**src/rtl/sd_sector_arbiter.sv**
```systemverilog
// sd_sector_arbiter
//   Shares the hps_io virtual-SD sector handshake between two requesters.
//   Arbitration is round-robin and works on whole sectors. The block drives
//   the sd_rd/sd_wr/sd_ack handshake and routes the 512-byte buffer bus to the
//   requester that holds the grant.
//
//   Optional feature: when SD_ARB_TIMEOUT_EN is defined, a REQ that gets no
//   sd_ack within TIMEOUT_CYCLES cycles is aborted and reported on rN_err.
//   When the macro is not defined, REQ waits with no limit and rN_err is tied 0.
//
// Ports
//   clk_sys, RESET_N          core clock, asynchronous active-low reset
//   rN_rd / rN_wr             level requests, held until rN_done/rN_err
//                             (read wins if both are high)
//   rN_lba                    sector address, sampled at grant
//   rN_done / rN_err          one-cycle completion / timeout pulses
//   rN_buff_addr/dout/wr      buffer bus forwarded to requester N
//   rN_buff_din               requester N write data
//   sd_lba/sd_rd/sd_wr        command to hps_io
//   sd_ack, sd_buff_*         handshake and buffer bus from hps_io
//   sd_buff_din               write data to hps_io
//   busy                      state is not IDLE
//   grant                     current or last owner index
module sd_sector_arbiter #(
  parameter logic [23:0] TIMEOUT_CYCLES = 24'd12_000_000
) (
  input  logic        clk_sys,
  input  logic        RESET_N,

  input  logic        r0_rd,
  input  logic        r0_wr,
  input  logic [31:0] r0_lba,
  output logic        r0_done,
  output logic        r0_err,
  output logic [8:0]  r0_buff_addr,
  output logic [7:0]  r0_buff_dout,
  output logic        r0_buff_wr,
  input  logic [7:0]  r0_buff_din,

  input  logic        r1_rd,
  input  logic        r1_wr,
  input  logic [31:0] r1_lba,
  output logic        r1_done,
  output logic        r1_err,
  output logic [8:0]  r1_buff_addr,
  output logic [7:0]  r1_buff_dout,
  output logic        r1_buff_wr,
  input  logic [7:0]  r1_buff_din,

  output logic [31:0] sd_lba,
  output logic        sd_rd,
  output logic        sd_wr,
  input  logic        sd_ack,
  input  logic [8:0]  sd_buff_addr,
  input  logic [7:0]  sd_buff_dout,
  input  logic        sd_buff_wr,
  output logic [7:0]  sd_buff_din,

  output logic        busy,
  output logic        grant
);

  typedef enum logic [1:0] {
    IDLE = 2'd0,
    REQ  = 2'd1,
    XFER = 2'd2,
    DONE = 2'd3
  } state_t;

  state_t state, state_nx;

  logic last_grant;
  logic dir_wr;
  logic req0, req1;
  logic pick;
  logic pick_wr;
  logic fwd;
  logic timeout_hit;
  logic err_pulse;

  assign req0 = r0_rd | r0_wr;
  assign req1 = r1_rd | r1_wr;

  // On a tie, the requester that was not served last gets the grant.
  assign pick    = (req0 && req1) ? ~last_grant : req1;
  assign pick_wr = pick ? ~r1_rd : ~r0_rd;

`ifdef SD_ARB_TIMEOUT_EN
  logic [23:0] tmo_cnt;

  // If sd_ack arrives in the same cycle as the expiry, the normal path wins.
  assign timeout_hit = (state == REQ) && !sd_ack &&
                       (tmo_cnt == TIMEOUT_CYCLES - 24'd1);

  // The counter stays at zero outside REQ, so each REQ entry starts from 0.
  always_ff @(posedge clk_sys or negedge RESET_N) begin
    if (!RESET_N) begin
      tmo_cnt   <= '0;
      err_pulse <= 1'b0;
    end else begin
      err_pulse <= timeout_hit;
      if (state == REQ) tmo_cnt <= tmo_cnt + 24'd1;
      else              tmo_cnt <= '0;
    end
  end
`else
  assign timeout_hit = 1'b0;
  assign err_pulse   = 1'b0;
`endif

  always_ff @(posedge clk_sys or negedge RESET_N) begin
    if (!RESET_N) begin
      state      <= IDLE;
      grant      <= 1'b0;
      last_grant <= 1'b1;
      dir_wr     <= 1'b0;
      sd_lba     <= '0;
    end else begin
      state <= state_nx;
      if (state == IDLE && (req0 || req1)) begin
        grant  <= pick;
        dir_wr <= pick_wr;
        sd_lba <= pick ? r1_lba : r0_lba;
      end
      if (state == DONE || timeout_hit) last_grant <= grant;
    end
  end

  always_comb begin
    state_nx = state;
    sd_rd    = 1'b0;
    sd_wr    = 1'b0;
    r0_done  = 1'b0;
    r1_done  = 1'b0;
    busy     = (state != IDLE);
    case (state)
      IDLE: begin
        if (req0 || req1) state_nx = REQ;
      end
      REQ: begin
        sd_rd = ~dir_wr;
        sd_wr = dir_wr;
        if (sd_ack)           state_nx = XFER;
        else if (timeout_hit) state_nx = IDLE;
      end
      XFER: begin
        if (!sd_ack) state_nx = DONE;
      end
      DONE: begin
        r0_done  = ~grant;
        r1_done  = grant;
        state_nx = IDLE;
      end
      default: state_nx = IDLE;
    endcase
  end

  assign r0_err = err_pulse & ~grant;
  assign r1_err = err_pulse & grant;

  // Buffer steering has zero latency; hps_io only drives the bus while sd_ack is high.
  assign fwd = ((state == REQ) || (state == XFER)) && sd_ack;

  always_comb begin
    r0_buff_addr = '0;
    r0_buff_dout = '0;
    r0_buff_wr   = 1'b0;
    r1_buff_addr = '0;
    r1_buff_dout = '0;
    r1_buff_wr   = 1'b0;
    sd_buff_din  = '0;
    if (fwd) begin
      if (grant) begin
        r1_buff_addr = sd_buff_addr;
        r1_buff_dout = sd_buff_dout;
        r1_buff_wr   = sd_buff_wr;
        sd_buff_din  = r1_buff_din;
      end else begin
        r0_buff_addr = sd_buff_addr;
        r0_buff_dout = sd_buff_dout;
        r0_buff_wr   = sd_buff_wr;
        sd_buff_din  = r0_buff_din;
      end
    end
  end

endmodule
```
**config.mk**
```make
export PLATFORM = sky130hd
export DESIGN_NAME = sd_sector_arbiter
export DESIGN_NICKNAME = d
export VERILOG_FILES = /design/src/rtl/sd_sector_arbiter.sv
export SDC_FILE = /design/constraint.sdc
export NUM_CORES = 1
export LEC_CHECK = 0
export CORE_AREA = 2 2 74 76
export CTS_CLUSTER_DIAMETER = 60
export CTS_CLUSTER_SIZE = 14
export DETAILED_ROUTE_END_ITERATION = 16
export DIE_AREA = 0 0 76 78
export DONT_BUFFER_PORTS = 1
export HOLD_SLACK_MARGIN = 0.12
export PLACE_DENSITY = 0.69
export REMOVE_ABC_BUFFERS = 1
export SLEW_MARGIN = 20
export SYNTH_ARGS = -nofsm -noshare
export SYNTH_HDL_FRONTEND = slang
export SYNTH_SLANG_ARGS = --single-unit
```
**constraint.sdc**
```tcl
create_clock -name clk_sys -period 4.9 [get_ports clk_sys]
set_clock_uncertainty 0.1 [all_clocks]
set_input_delay 1.47 -clock clk_sys [delete_from_list [all_inputs] [get_ports clk_sys]]
set_output_delay 1.47 -clock clk_sys [all_outputs]
set_load 0.01 [all_outputs]
```
==> Word level (Yosys, flattened, before mapping) <==
Index checks and enable logic that the tools add are counted.
{ "totals": {"register_bits": 37} }
{ "classes": {"muxes": 25, "eq_ne": 6, "bitwise_logic": 7, "reduce_logical": 8} }
{ "ops": {"columns": ["cell", "n"], "rows": [
  ["2-to-1 mux 8 bit", 6],
  ["2-to-1 mux 9 bit", 4],
  ["2-to-1 mux 32 bit", 1],
  ["2-to-1 mux 1 bit", 10],
  ["one-hot mux 2 bit (4 select lines)", 1],
  ["2-to-1 mux 2 bit", 3],
  ["NOT 1 bit", 5],
  ["equality test 2 bit (second input constant)", 2],
  ["inequality test 2 bit (second input constant)", 2],
  ["logical AND 1 bit", 3],
  ["AND reduction 3 bit", 1],
  ["equality test 2 x 1 -> 1 bit (second input constant)", 1],
  ["zero test 2 bit", 1],
  ["logical OR 1 bit", 2],
  ["inequality test 2 x 1 -> 1 bit (second input constant)", 1],
  ["OR 1 bit", 2],
  ["nonzero test 2 bit", 1]
]} }

==> Longest topological paths before layout <==
Gate-level depths: netlist (run 1).
{ "logic_depth": {"word_depth": 4, "mapped_depth": 7, "mapped_depth_nobuf": 5} }

==> Worst setup path after synthesis (run 1) <==
No wires, ideal clock.
{ "synth_path": {"path_kind": "input to output", "startpoint": "in sd_ack", "endpoint": "out sd_buff_din[5]", "cell_stages": 4, "t_arrival_ns": 2.248, "path_buffers": 2, "setup_slack_ns": 1.082, "path_cell_list": "and3_1 clkbuf_1 clkbuf_1 a22o_1"} }
{ "synth_via": {"elab_chain_cells": 2} }
{ "synth_lines": {"columns": ["item", "line", "rtl"], "rows": [
  ["start, declared", "53", "input logic sd_ack,"],
  ["logical AND 1 bit", "162", "assign fwd = ((state == REQ) || (state == XFER)) && sd_ack;"],
  ["2-to-1 mux 8 bit", "172", "if (fwd) begin"],
  ["end, declared", "57", "output logic [7:0] sd_buff_din,"]
]} }
Every way passes these cells.

==> Worst setup path in the final report (run 1) <==
{ "layout_path": {"startpoint": "in sd_ack", "endpoint": "out sd_buff_din[0]"} }
Same word-level chain as after synthesis.

==> summary.txt, run 1 <==
Run status
  • Run status: finished, final reports clean

Setup path
  • Critical Path Start Type: input pin
  • Sequence of cells on the critical path: and3_1, a22o_1
  • Buffers plus inverters on the worst setup path: 0
  • Reg2Reg Capture Point: sd_lba[15]$_DFFE_PN0P_
  • R2r setup slk: 2.77 ns
  • Max stage delay on crit path: 0.59 ns
  • Worst setup EP type: output pin
  • R2R depth: 6
  • Cell type group with the largest total delay on the critical path: simple AND/OR/NAND/NOR gates
  • Data required, critical path: 3.33 ns
  • Launch point of the worst reg-to-reg path: state[0]$_DFFE_PN0P_
  • Classification of the worst setup path: input pin to output pin
  • Slowest-stage cell, CP: and3_1
  • Worst path arrival time: 2.37 ns
  • Worst-path maximum fanout: 26

Clock tree
  • Clock network latency to the later pin of the worst-skew pair: 0.28 ns
  • Total clock sinks: 37
  • Cells resized by post-CTS repair: 0
  • Number of CTS-inserted buffers: 5
  • Buffer cell driving the clock tree root: clkbuf_8
  • TritonCTS clock tree: built
  • Clock transition at the registers of the reported paths: 0.07 ns
  • H-tree depth reported by CTS: 2
  • Postcts setup bufs: 0
  • Clock buffer depth: 2
  • CTS hold repair buffers: 0

Yosys
  • Post-synthesis instance area: 2330 µm²
  • Synthesis-stage register bit count: 37
  • Unique cell type count in the Yosys netlist: 31
  • Leading register cell type out of synthesis: dfrtp_1
  • Async SR Flop Fraction: 1.00
  • Number of instances in the synthesized netlist: 275
  • Number of synthesis warnings: 0
  • Post-Syn Area per Cell: 8.48 µm²
  • Sequential cell area fraction in the yosys report: 0.398
  • Post-synth EDFFs: 0

Floorplanning
  • Initial core utilization: 0.462
  • Die Y-Extent: 78 µm
  • Area of the core: 5040 µm²
  • Count of standard-cell rows: 26
  • Width of the die: 76 µm
  • Number of top-level pins: 189
  • Area of the die: 5930 µm²

Power and ir drop
  • Highest ir drop seen on vdd: 0.244 mV
  • Share of total power consumed by net switching: 0.475
  • Static Leakage: 0.932 nW
  • Clock share of power: 0.129
  • Power Dens Cells: 677 nW/µm²
  • Comb power frac: 0.463
  • Cell Int Power: 851 µW
  • Reg power frac: 0.408
  • Switching component of the power: 771 µW
  • Final Power: 1.62 mW

Layout
  • Share of layout cells above drive strength 1: 0.0725
  • Total number of nets in the final design: 370
  • Filler instances: 492
  • Non-Filler Cell Area, Final: 2390 µm²
  • Synth-to-layout area growth: 2.74%

Run
  • Number of violations of the max-capacitance limit: 0

Global routing
  • Number of antenna violations at the first check in global routing: 1
  • Pin count of the biggest net entering global routing: 38
  • First-pass GRT wire length: 10,300 µm
  • Vias in the first global route: 1,882
  • Routing layer with the top usage in global route: met2
  • Met1 track utilization from global routing: 0.243
  • Total global-route track usage: 0.222
  • Met2 Track Usage GR: 0.386
  • Overflow after GRT: 0
  • Global routing met3 resource utilization: 0.0837

Timing
  • Final number of setup-violating endpoints: 0
  • Shortest clock period the worst path allows after layout: 3.94 ns
  • Slew at the pin closest to its max-slew limit: 0.968 ns
  • Total count of hold-check failures in the final report: 0
  • Aggregate negative setup slack: 0 ns
  • Maximum clock frequency: 0.254 GHz
  • Pins over their slew limit: 0
  • Worst max-slew margin expressed relative to the limit: 0.355
  • Setup repair after global routing missed its margin: false
  • Final critical-path share of the clock period: 0.804

Placement
  • Number of input and output port buffers inserted: 0
  • HPWL after detailed placement: 5200 µm
  • Gp weighted congestion: 0.762
  • Dpl cell area: 2280 µm²

Drt
  • WL/cell: 21.0 µm
  • Iteration-0 DRC count of the detailed router: 112
  • Via density per instance: 6.19
  • Number of routed nets with antenna violations: 0
  • DRC violation count after routing: 0
  • Detailed-router iteration count before antenna repair: 4
  • Routed via count: 2,075
  • Detailed Route WL: 7050 µm

Min path
  • Type of the most critical hold path: flop to flop
  • Hold_sp: dir_wr$_DFFE_PN0P_
  • Worst Hold Endpoint: dir_wr$_DFFE_PN0P_
  • Hold Path Depth: 2
-- worst max-delay path by stage --
stage | from | to | slack [ns] | cells past startpoint
5_1_grt | sd_ack | sd_buff_din[6] | 0.88 | 2
6_report | sd_ack | sd_buff_din[0] | 0.96 | 2
4_1_cts | sd_ack | sd_buff_din[0] | 0.99 | 2
3_3_place_gp | sd_ack | sd_buff_din[0] | 1.05 | 2
3_5_place_dp | sd_ack | sd_buff_din[0] | 0.99 | 2
2_1_floorplan | sd_ack | sd_buff_din[0] | 0.89 | 3
-- cell type report --
cell class	instances	area [µm²]	area share
antenna	3	7.51	0.00313
clock buffer	5	68.8	0.0287
clock inverter	3	17.5	0.00731
inverter	3	11.3	0.00470
multi-input combinational	209	1230	0.514
sequential	37	927	0.387
tap	70	87.6	0.0366
timing repair buffer	5	45.0	0.0188
-- synthesized netlist by cell type (2+ instances only) --
cell       n  area, µm²
a31oi_1   32        200
nor2b_1    5       31.3
dfrtp_1   36        901
o21a_1     2       15.0
nand2_1    3       11.3
ha_1       4       50.1
a22o_1     8       70.1
a21oi_1   34        170
buf_6      9        101
and2_1    38        238
inv_1      3       11.3
mux2_2     2       22.5
buf_4      2       15.0
nor2_1    34        128
clkbuf_1  15       56.3
o21ai_0   33        165
-- metrics by stage --
| stage | instances | util | worst slack (ns) | hold slack, ns |
|---|---|---|---|---|
| 2_1_floorplan | 249 | - | 0.895 | 0.372 |
| 3_3_place_gp | 323 | 0.452 | 1.05 | 0.417 |
| 3_5_place_dp | 323 | 0.452 | 0.990 | 0.419 |
| 4_1_cts | 331 | 0.469 | 0.993 | 0.443 |
| 5_1_grt | 333 | 0.474 | 0.880 | 0.481 |
| 6_report | 335 | 0.475 | 0.961 | 0.442 |
-- cell families (layout without fill, tap and decap cells) --
logic type	Yosys count	count (layout)	synth area share
AOI/OAI and AO/OA	116	116	0.299
and+or+nand+nor	84	84	0.185
DFF	37	37	0.398
buffers and inverters	30	16	0.0810
adders and majority gates	4	4	0.0215
muxes	3	3	0.0140
other	1	5	0.00161
-- registers in the layout, indices dropped and copies added (netlist names) --
name,flops
sd_lba,32
state,2
dir_wr,1
grant,1
last_grant,1
-- placed cells by master, fill, tap and decap left out --
master	netlist	final
and2_1	38	38
a32oi_1	1	1
a21boi_0	1	1
o41a_1	1	1
ha_1	4	4
a22o_1	8	8
buf_8	0	1
dfrtp_1	36	36
o41ai_4	1	1
buf_4	2	4
nor2b_1	5	5
nand2_1	3	3
or2_1	1	1
a31oi_1	32	32
nor4_1	1	1
nor2_1	34	33
nor2_4	0	1
clkbuf_8	0	5
o21ai_2	0	1
o21ai_0	33	33
nor3_1	1	1
mux2_2	2	2
conb_1	1	2
inv_1	3	3
a21oi_1	34	34
clkinvlp_4	0	1
diode_2	0	3
a221oi_1	1	1
o21a_1	2	2
mux2i_1	1	1
dfstp_2	1	1
and3_1	1	1
o31ai_1	1	1
clkinv_2	0	2
-- power groups by stage --
| stage | clock (mW) | sequential, mW | combinational (mW) |
|---|---|---|---|
| final | 0.209 | 0.662 | 0.751 |
| after global routing | 0.226 | 0.680 | 0.853 |
| after CTS | 0.216 | 0.662 | 0.751 |
| after detailed placement | 0 | 0.663 | 0.754 |
| after global placement | 0 | 0.664 | 0.727 |
| after floorplan | 0 | 0.624 | 0.593 |
-- per-layer routing --
| layer | vias to the layer above | share of wire |
|---|---|---|
| met2 | 164 | 0.51 |
| met3 | 10 | 0.12 |
| met4 | 0 | 0.023 |
| li1 | 941 | - |
| met1 | 960 | 0.35 |
| met5 | - | 0 |
No activity file was read; power rests on OpenSTA's default activity.
==> run 2, diff against run 1 <==
--- a/config.mk
+++ b/config.mk
@@ -5,14 +5,14 @@
 export SDC_FILE = /design/constraint.sdc
 export NUM_CORES = 1
 export LEC_CHECK = 0
-export CORE_AREA = 2 2 74 76
+export CORE_AREA = 2 2 73 75
 export CTS_CLUSTER_DIAMETER = 60
 export CTS_CLUSTER_SIZE = 14
 export DETAILED_ROUTE_END_ITERATION = 16
-export DIE_AREA = 0 0 76 78
+export DIE_AREA = 0 0 75 77
 export DONT_BUFFER_PORTS = 1
 export HOLD_SLACK_MARGIN = 0.12
-export PLACE_DENSITY = 0.69
+export PLACE_DENSITY = 0.73
 export REMOVE_ABC_BUFFERS = 1
 export SLEW_MARGIN = 20
 export SYNTH_ARGS = -nofsm -noshare
==> constraint.sdc (replaced) <==
create_clock -name clk_sys -period 3.16 [get_ports clk_sys]
set_clock_uncertainty 0.1 [all_clocks]
set_input_delay 0.948 -clock clk_sys [delete_from_list [all_inputs] [get_ports clk_sys]]
set_output_delay 0.948 -clock clk_sys [all_outputs]
set_load 0.01 [all_outputs]
==> summary.txt, run 2 (synthesized netlist as in run 1, its figures left out) <==
Run status
  • Run status: finished, final reports clean

Drt
  • Routed via count: 2,117 (+2.0%)
  • Number of routed nets with antenna violations: 0 (unchanged)
  • DRC violation count after routing: 0 (unchanged)
  • WL/cell: 21.7 µm (+3.0%)
  • Via density per instance: 6.30 (+1.7%)
  • Detailed Route WL: 7280 µm (+3.3%)
  • Detailed-router iteration count before antenna repair: 5 (+1)
  • Iteration-0 DRC count of the detailed router: 135 (+21%)

Power and ir drop
  • Power Dens Cells: 1060 nW/µm² (+57%)
  • Static Leakage: 0.943 nW (+1.2%)
  • Highest ir drop seen on vdd: 0.436 mV (+78%)
  • Final Power: 2.56 mW (+58%)

Timing
  • Worst max-slew margin expressed relative to the limit: 0.259 (-0.0961)
  • Shortest clock period the worst path allows after layout: 2.85 ns
  • Setup repair after global routing missed its margin: false
  • Pins over their slew limit: 0 (unchanged)
  • Aggregate negative setup slack: 0 ns (unchanged)
  • Maximum clock frequency: 0.351 GHz
  • Final critical-path share of the clock period: 0.901
  • Final number of setup-violating endpoints: 0 (unchanged)
  • Slew at the pin closest to its max-slew limit: 1.11 ns (+0.144 ns)
  • Total count of hold-check failures in the final report: 0 (unchanged)

Floorplanning
  • Die Y-Extent: 77 µm (-1.3%)
  • Count of standard-cell rows: 26 (unchanged)
  • Area of the die: 5780 µm² (-2.6%)
  • Width of the die: 75 µm (-1.3%)
  • Number of top-level pins: 189 (unchanged)
  • Area of the core: 4980 µm² (-1.3%)
  • Initial core utilization: 0.468 (+0.00604)

Setup path
  • Slowest-stage cell, CP: dfrtp_1
  • Worst path arrival time: 1.80 ns (-0.57 ns)
  • Max stage delay on crit path: 0.42 ns (-0.17 ns)
  • R2r setup slk: 1.08 ns (-1.69 ns)
  • R2R depth: 6 (unchanged)
  • Classification of the worst setup path: flop to output pin
  • Cell type group with the largest total delay on the critical path: flip-flops
  • Critical path launch point: state[0]$_DFFE_PN0P_
  • Critical Path Start Type: flop
  • Critical path depth in cells: 4 (+2)
  • Sequence of cells on the critical path: inv_1, ha_1, and3_2, a22o_1
  • Launch point of the worst reg-to-reg path: state[0]$_DFFE_PN0P_
  • Critical Path End: sd_buff_din[4]
  • Worst-path maximum fanout: 26 (unchanged)
  • Worst setup EP type: output pin
  • Data required, critical path: 2.11 ns (-1.22 ns)
  • Buffers plus inverters on the worst setup path: 1 (+1)
  • Reg2Reg Capture Point: sd_lba[1]$_DFFE_PN0P_

Layout
  • Most frequent standard cell in the layout excluding fill and tap cells: and2_1
  • Filler instances: 472 (-4.1%)
  • Share of layout cells above drive strength 1: 0.0795 (+0.00703)
  • Flip-flop count of the largest register, all copies and words added: 32 (unchanged)
  • Synth-to-layout area growth: 3.17%
  • Total number of nets in the final design: 372 (+0.54%)
  • Top reg by flops: sd_lba
  • Most used cells in the layout excluding fill and tap cells: 38 x and2_1, 36 x dfrtp_1, 34 x a21oi_1, 33 x nor2_1, 33 x o21ai_0
  • Top Registers: sd_lba x32, state x2

Global routing
  • Number of antenna violations at the first check in global routing: 2 (+1)
  • Total global-route track usage: 0.244 (+0.0215)
  • Vias in the first global route: 1,833 (-2.6%)
  • First-pass GRT wire length: 10,300 µm (+0.13%)
  • Pin count of the biggest net entering global routing: 38 (unchanged)
  • Overflow after GRT: 0 (unchanged)

Clock tree
  • Postcts setup bufs: 0 (unchanged)
  • TritonCTS clock tree: built
  • Clock buffer depth: 2 (unchanged)
  • Clock transition at the registers of the reported paths: 0.07 ns (about the same)
  • Clock network latency to the later pin of the worst-skew pair: 0.28 ns (about the same)
  • Total clock sinks: 37 (unchanged)
  • H-tree depth reported by CTS: 2 (unchanged)
  • Number of CTS-inserted buffers: 5 (unchanged)
  • Buffer cell driving the clock tree root: clkbuf_8

Placement
  • Gp weighted congestion: 0.797 (+4.7%)
  • Number of input and output port buffers inserted: 0 (unchanged)
  • HPWL after detailed placement: 5530 µm (+6.3%)

Run
  • Number of violations of the max-capacitance limit: 0 (unchanged)

Min path
  • Type of the most critical hold path: input pin to asynchronous set/reset pin
[run 2: how the worst min path moves through the flow]
stage	depth (start not counted)	from	slack, ns	to
final	0	RESET_N	0.25	sd_lba[23]$_DFFE_PN0P_
after floorplan	2	dir_wr$_DFFE_PN0P_	0.37	dir_wr$_DFFE_PN0P_
after detailed placement	2	dir_wr$_DFFE_PN0P_	0.42	dir_wr$_DFFE_PN0P_
after CTS	0	RESET_N	0.24	sd_lba[30]$_DFFE_PN0P_
after global placement	2	dir_wr$_DFFE_PN0P_	0.41	dir_wr$_DFFE_PN0P_
after global routing	0	RESET_N	0.23	sd_lba[30]$_DFFE_PN0P_
[run 2: power breakdown]
part           total (mW)  switching [mW]  internal (mW)
Clock               0.316           0.163          0.153
Combinational        1.21           0.741          0.473
Sequential           1.03           0.301          0.728
Total                2.56            1.20           1.35
[run 2: routing by layer]
metal / part of all wire / up-vias / GRT usage
li1: - / 949 / -
met1: 0.34 / 980 / 0.279
met2: 0.52 / 175 / 0.424
met3: 0.11 / 13 / 0.0578
met4: 0.028 / 0 / 0.0982
met5: 0 / - / 0
[run 2: through the flow]
stage                     cells   util  worst slack [ns]  hold WS (ns)  instance area, µm²
after floorplan             249      -             0.199         0.372                2160
after global placement      326  0.465             0.381         0.414                2320
after detailed placement    326  0.465             0.299         0.423                2320
after CTS                   334  0.482             0.110         0.242                2400
after global routing        336  0.483             0.232         0.227                2400
final                       336  0.483             0.313         0.254                2400
[run 2: final cells by class]
class / instances / area (µm²) / area share
repair buffers: 7 / 65.1 / 0.0271
well taps: 70 / 87.6 / 0.0364
flip-flops and latches: 37 / 927 / 0.386
inverters: 3 / 11.3 / 0.00468
clock inverters: 2 / 10.0 / 0.00416
clock buffers: 6 / 72.6 / 0.0302
diodes: 2 / 5.00 / 0.00208
multi-input cells: 209 / 1230 / 0.510
[run 2: what timing repair did]
item | in CTS | in global routing
gates resized for setup | 0 | 1
endpoints found under the setup margin | 0 | 23
hold endpoints to repair | 0 | 0
hold buffers | 0 | 0
==> run 3, diff against run 2 <==
--- a/config.mk
+++ b/config.mk
@@ -5,6 +5,7 @@
 export SDC_FILE = /design/constraint.sdc
 export NUM_CORES = 1
 export LEC_CHECK = 0
+export CAP_MARGIN = 15
 export CORE_AREA = 2 2 73 75
 export CTS_CLUSTER_DIAMETER = 60
 export CTS_CLUSTER_SIZE = 14
@@ -13,6 +14,7 @@
 export DONT_BUFFER_PORTS = 1
 export HOLD_SLACK_MARGIN = 0.12
 export PLACE_DENSITY = 0.73
+export RECOVER_POWER = 50
 export REMOVE_ABC_BUFFERS = 1
 export SLEW_MARGIN = 20
 export SYNTH_ARGS = -nofsm -noshare
==> summary.txt, run 3 (synthesized netlist as in run 1, its figures left out) <==
Drt
  • Iteration-0 DRC count of the detailed router: 123 (-8.9%)
  • Detailed-router iteration count before antenna repair: 5 (unchanged)
  • Routed via count: 2,152 (+1.7%)
  • WL/cell: 21.8 µm (+0.43%)
  • DRC violation count after routing: 0 (unchanged)
  • Detailed Route WL: 7310 µm (+0.43%)
  • Via density per instance: 6.40 (+1.7%)
  • Number of routed nets with antenna violations: 0 (unchanged)

Power and ir drop
  • Highest ir drop seen on vdd: 0.436 mV (about the same)
  • Static Leakage: 0.933 nW (-1.1%)
  • Power Dens Cells: 1070 nW/µm² (+0.25%)

Floorplanning
  • Area of the die: 5780 µm² (unchanged)
  • Number of top-level pins: 189 (unchanged)
  • Area of the core: 4980 µm² (unchanged)
  • Die Y-Extent: 77 µm (unchanged)
  • Count of standard-cell rows: 26 (unchanged)
  • Initial core utilization: 0.468 (unchanged)
  • Width of the die: 75 µm (unchanged)

Placement
  • HPWL after detailed placement: 5530 µm (unchanged)
  • Number of input and output port buffers inserted: 0 (unchanged)
  • Dpl cell area: 2320 µm² (unchanged)
  • Cell count after placement: 326 (unchanged)
  • Gp weighted congestion: 0.797 (unchanged)

Setup path
  • Worst-path maximum fanout: 26 (unchanged)
  • Launch point of the worst reg-to-reg path: last_grant$_DFFE_PN1N_
  • Critical Path Start Type: flop
  • Worst path arrival time: 1.81 ns (about the same)
  • Worst setup EP type: output pin
  • Reg2Reg Capture Point: sd_lba[26]$_DFFE_PN0P_
  • R2R depth: 4 (-2)
  • Critical path launch point: state[0]$_DFFE_PN0P_
  • Data required, critical path: 2.11 ns (about the same)
  • R2r setup slk: 1.06 ns (-0.02 ns)
  • Classification of the worst setup path: flop to output pin

Clock tree
  • Number of CTS-inserted buffers: 5 (unchanged)
  • Clock buffer depth: 2 (unchanged)
  • Total clock sinks: 37 (unchanged)
  • Postcts setup bufs: 0 (unchanged)
  • Clock network latency to the later pin of the worst-skew pair: 0.28 ns (about the same)
  • Buffer cell driving the clock tree root: clkbuf_8
  • TritonCTS clock tree: built
  • Clock transition at the registers of the reported paths: 0.07 ns (about the same)
  • H-tree depth reported by CTS: 2 (unchanged)
  • CTS hold repair buffers: 0 (unchanged)

Timing
  • Setup repair after global routing missed its margin: false
  • Worst max-slew margin expressed relative to the limit: -0.200 (-0.459)
  • Total count of hold-check failures in the final report: 0 (unchanged)
  • Final critical-path share of the clock period: 0.903 (+0.00223)
  • Aggregate negative setup slack: 0 ns (unchanged)
  • Final number of setup-violating endpoints: 0 (unchanged)
  • Shortest clock period the worst path allows after layout: 2.85 ns (+0.00703 ns)
  • Slew at the pin closest to its max-slew limit: 1.80 ns (+0.688 ns)
  • Maximum clock frequency: 0.350 GHz (-0.25%)
  • Pins over their slew limit: 33 (+33)

Layout
  • Total number of nets in the final design: 372 (unchanged)
  • Final std cells w/o fill: 336 (unchanged)
  • Most used cells in the layout excluding fill and tap cells: 38 x and2_1, 36 x dfrtp_1, 34 x a21oi_1, 33 x nor2_1, 33 x o21ai_0
  • Most frequent standard cell in the layout excluding fill and tap cells: and2_1
  • Area of combinational cells with multiple inputs: 1210 µm² (-1.5%)
  • Flip-flop count of the largest register, all copies and words added: 32 (unchanged)
  • Area used by sequential logic in the layout: 927 µm² (unchanged)
  • Share of layout cells above drive strength 1: 0.0720 (-0.00758)
  • Top reg by flops: sd_lba
  • Non-Filler Cell Area, Final: 2380 µm² (-0.94%)
  • Top Registers: sd_lba x32, state x2
  • Synth-to-layout area growth: 2.20%
  • Filler instances: 473 (+0.21%)

Global routing
  • Pin count of the biggest net entering global routing: 38 (unchanged)
  • Overflow after GRT: 0 (unchanged)
  • Total global-route track usage: 0.244 (unchanged)
  • First-pass GRT wire length: 10,300 µm (unchanged)
  • Number of antenna violations at the first check in global routing: 2 (unchanged)
  • Vias in the first global route: 1,833 (unchanged)

Run status
  • Violated checks: max-capacitance violations, max-slew violations
  • Run status: complete, but fails checks

Run
  • Number of violations of the max-capacitance limit: 1 (+1)

Min path
  • Type of the most critical hold path: input pin to asynchronous set/reset pin
## run 3: cell types whose count changed in the layout (fill, tap and decap cells not counted)
cell,previous run,this run
or2_1,1,0
clkbuf_1,1,2
o41ai_1,0,1
buf_4,6,5
or2_0,0,1
o41ai_4,1,0
## run 3: cell type report
cell class                 instances  area share
sequential                        37       0.389
antenna                            2     0.00210
timing repair buffer               7      0.0257
inverter                           3     0.00473
clock inverter                     2     0.00420
clock buffer                       6      0.0305
tap                               70      0.0368
multi-input combinational        209       0.507
## run 3: routing by layer
layer	GRT usage	share of wire	vias to the layer above
li1	-	-	949
met1	0.279	0.36	1022
met2	0.424	0.52	167
met3	0.0578	0.097	14
met4	0.0982	0.029	0
met5	0	0	-
## run 3: where the power goes
| part | switching (mW) | internal (mW) |
|---|---|---|
| Clock | 0.162 | 0.153 |
| Sequential | 0.302 | 0.728 |
| Combinational | 0.737 | 0.459 |
## run 3: worst max-delay path by stage
stage / depth (start not counted) / slack [ns] / endpoint
detailed placement: 2 / 0.30 / sd_buff_din[0]
finish: 4 / 0.31 / sd_buff_din[4]
CTS: 4 / 0.11 / sd_buff_din[0]
global placement: 2 / 0.38 / sd_buff_din[0]
global route: 4 / 0.23 / sd_buff_din[0]
floorplan: 3 / 0.20 / sd_buff_din[0]
## run 3: timing repair
item | 4_1_cts | 5_1_grt
hold endpoints to repair | 0 | 0
setup endpoints to repair | 0 | 23
gates resized for setup | 0 | 1
## run 3: metrics by stage
stage | setup slack (ns) | total power, mW | utilization | hold slack, ns
4_1_cts | 0.110 | 2.56 | 0.482 | 0.242
3_3_place_gp | 0.381 | 2.20 | 0.465 | 0.414
5_1_grt | 0.232 | 2.77 | 0.479 | 0.227
2_1_floorplan | 0.199 | 1.89 | - | 0.372
3_5_place_dp | 0.299 | 2.25 | 0.465 | 0.423
6_report | 0.306 | 2.54 | 0.479 | 0.255
## run 3: critical path, stage by stage, from the launching register on
cell and delay, ns:
dfrtp_1 0.42, inv_1 0.08, ha_1 0.32, and3_2 0.42, a22o_1 0.26
==> patch, RTL diff (config.mk and constraints of run 3) <==
Build with the macro `SD_ARB_TIMEOUT_EN` defined.
--- a/src/rtl/sd_sector_arbiter.sv
+++ b/src/rtl/sd_sector_arbiter.sv
@@ -22,4 +22,6 @@
 //   busy                      state is not IDLE
 //   grant                     current or last owner index
+`define SD_ARB_TIMEOUT_EN
+
 module sd_sector_arbiter #(
   parameter logic [23:0] TIMEOUT_CYCLES = 24'd12_000_000
Formal check against the unedited RTL: same outputs for any inputs over 10 cycles, from zero or initial values and one cycle with RESET_N low; that may be too few to reach the edited logic, so the function may still have changed.
==> patch against run 3 <==
Critical path depth grew 2. Worst hold slack lost 0.046 ns. Synthesized area grew 50%. Combinational power shrank 7%. Wire length grew 15%. Worst setup slack lost 0.011 ns. Total power grew 20%. Clock power grew 87%. Sequential cell count grew 25. Design area grew 57%. First-iteration DRC count grew 32%. Via count grew 30%. Die area is the same. Largest cell class unchanged. Highest routed layer unchanged.
==> patch: results (changes against run 3) <==
power:
  peakVddDrop_v: 0.000589  # was 0.000436 V
  leakagePower_nw: 1.64  # was 0.933 nW
synth:
  synthArstFlopShare: 1.00  # unchanged
  avgSynthCellArea_um2: 9.35  # was 8.48 um^2
  ys_seq_area_frac: 0.443  # was 0.398
  synth_commonest_cells: "61 x dfrtp_1, 47 x nand2_1, 40 x and2_1"  # was 38 x and2_1, 36 x dfrtp_1, 34 x a21oi_1, 34 x nor2_1, 33 x o21ai_0
  synth_cell_types: 50  # was 31
cells_and_area:
  nFillCells: 381  # was 473
  biggestRegsByFlops: "sd_lba (32), tmo_cnt (24)"  # was sd_lba (32), state (2)
  drive_above_1_share: 0.0798  # was 0.0720
  num_antenna_cells: 0  # was 2
  fin_nets: 481  # was 372
global_route:
  antenna_found_initial: 0  # was 2
  grt_pass1_vias: 2665  # was 1833
  grt_max_degree: 63  # was 38
  grt_use_total: 0.298  # was 0.244
  grt_pass1_wl_um: 13100  # was 10300 um
worst_hold_path:
  hold_class: "primary input to async pin"  # unchanged
setup_path:
  max_stage_delay_ns: 0.40  # was 0.42 ns
clocking:
  numCtsBuffers: 9  # was 5
  cts_htree_levels: 3  # was 2
  clk_latency_ns: 0.33  # was 0.28 ns
placement:
  dp_hpwl_um: 6270  # was 5530 um
  pre_cts_ws_ns: 0.554  # was 0.299 ns
  gp_congestion: 0.935  # was 0.797
  dpl_cell_area_um2: 3580  # was 2320 um^2
drt:
  totalWireLength_um: 8410  # was 7310 um
  first_iter_violations: 162  # was 123
  dr_total_vias: 2801  # was 2152
timing:
  max_slew_margin: 0.429  # was -0.200
run_status:
  status: "finished clean"  # was complete, but fails checks
## patch: cell count changes after synthesis, sizes merged, moves of 7 or more
cell    before  now
a21oi       34    4
a31oi       32    0
dfrtp       36   61
mux2i        1   37
nand2        3   48
nand2b       0    8
nand3        0   12
nand4        0    7
nor2        34   20
xnor2        0    7
## patch: area by class of cell
type | instances | area, um^2 | share of cell area
clock buffers | 14 | 153 | 0.0409
clock inverters | 2 | 10.0 | 0.00268
inverters | 10 | 37.5 | 0.0101
multi-input cells | 281 | 1840 | 0.492
flip-flops and latches | 62 | 1550 | 0.416
well taps | 70 | 87.6 | 0.0235
repair buffers | 7 | 57.6 | 0.0154
## patch: worst paths after layout
check	cells past startpoint	slack, ns	end
hold reg to reg	1	0.37	tmo_cnt[0]$_DFF_PN0_
min in group clk_sys	1	0.37	tmo_cnt[0]$_DFF_PN0_
max in group asynchronous	0	2.57	last_grant$_DFFE_PN1P_
setup / recovery	6	0.30	sd_buff_din[4]
hold / removal	0	0.21	sd_lba[23]$_DFFE_PN0P_
setup reg to reg	6	0.76	last_grant$_DFFE_PN1P_
## patch: logic make-up (layout without fill, tap and decap cells)
logic type,after synthesis,count (layout),share of synthesized area
muxes,38,38,0.109
AOI/OAI and AO/OA,65,65,0.115
adders and majority gates,5,5,0.0178
and+or+nand+nor,162,162,0.250
DFF,62,62,0.443
buffers and inverters,32,33,0.0378
xor gates and xnor gates,11,11,0.0275
## patch: power by group
part	internal [mW]	switching, mW	leakage, nW
clock	0.305	0.283	0.0844
combinational	0.412	0.705	0.751
sequential	1.05	0.293	0.800
## patch: per-layer routing
layer  wire [um]  part of all wire  up-vias  GRT usage
li1            -                 -     1298          -
met4         202             0.024        0     0.0946
met2        4380              0.52      145      0.503
met3         621             0.074       21     0.0775
met1        3210              0.38     1337      0.367
met5           0                 0        -          0
## patch: metrics by stage
stage | TNS [ns] | hold slack [ns] | cells
2_1_floorplan | -18.01 | 0.339 | 353
3_3_place_gp | 0 | 0.361 | 430
3_5_place_dp | 0 | 0.360 | 430
4_1_cts | 0 | 0.194 | 446
5_1_grt | 0 | 0.191 | 446
6_report | 0 | 0.209 | 446
## patch: worst register-to-register path, stage by stage (launching register included)
cell      delay, ns
dfrtp_1        0.42
inv_1          0.12
ha_1           0.20
clkbuf_1       0.62
nand2_1        0.21
o31ai_1        0.29
mux2_2         0.36
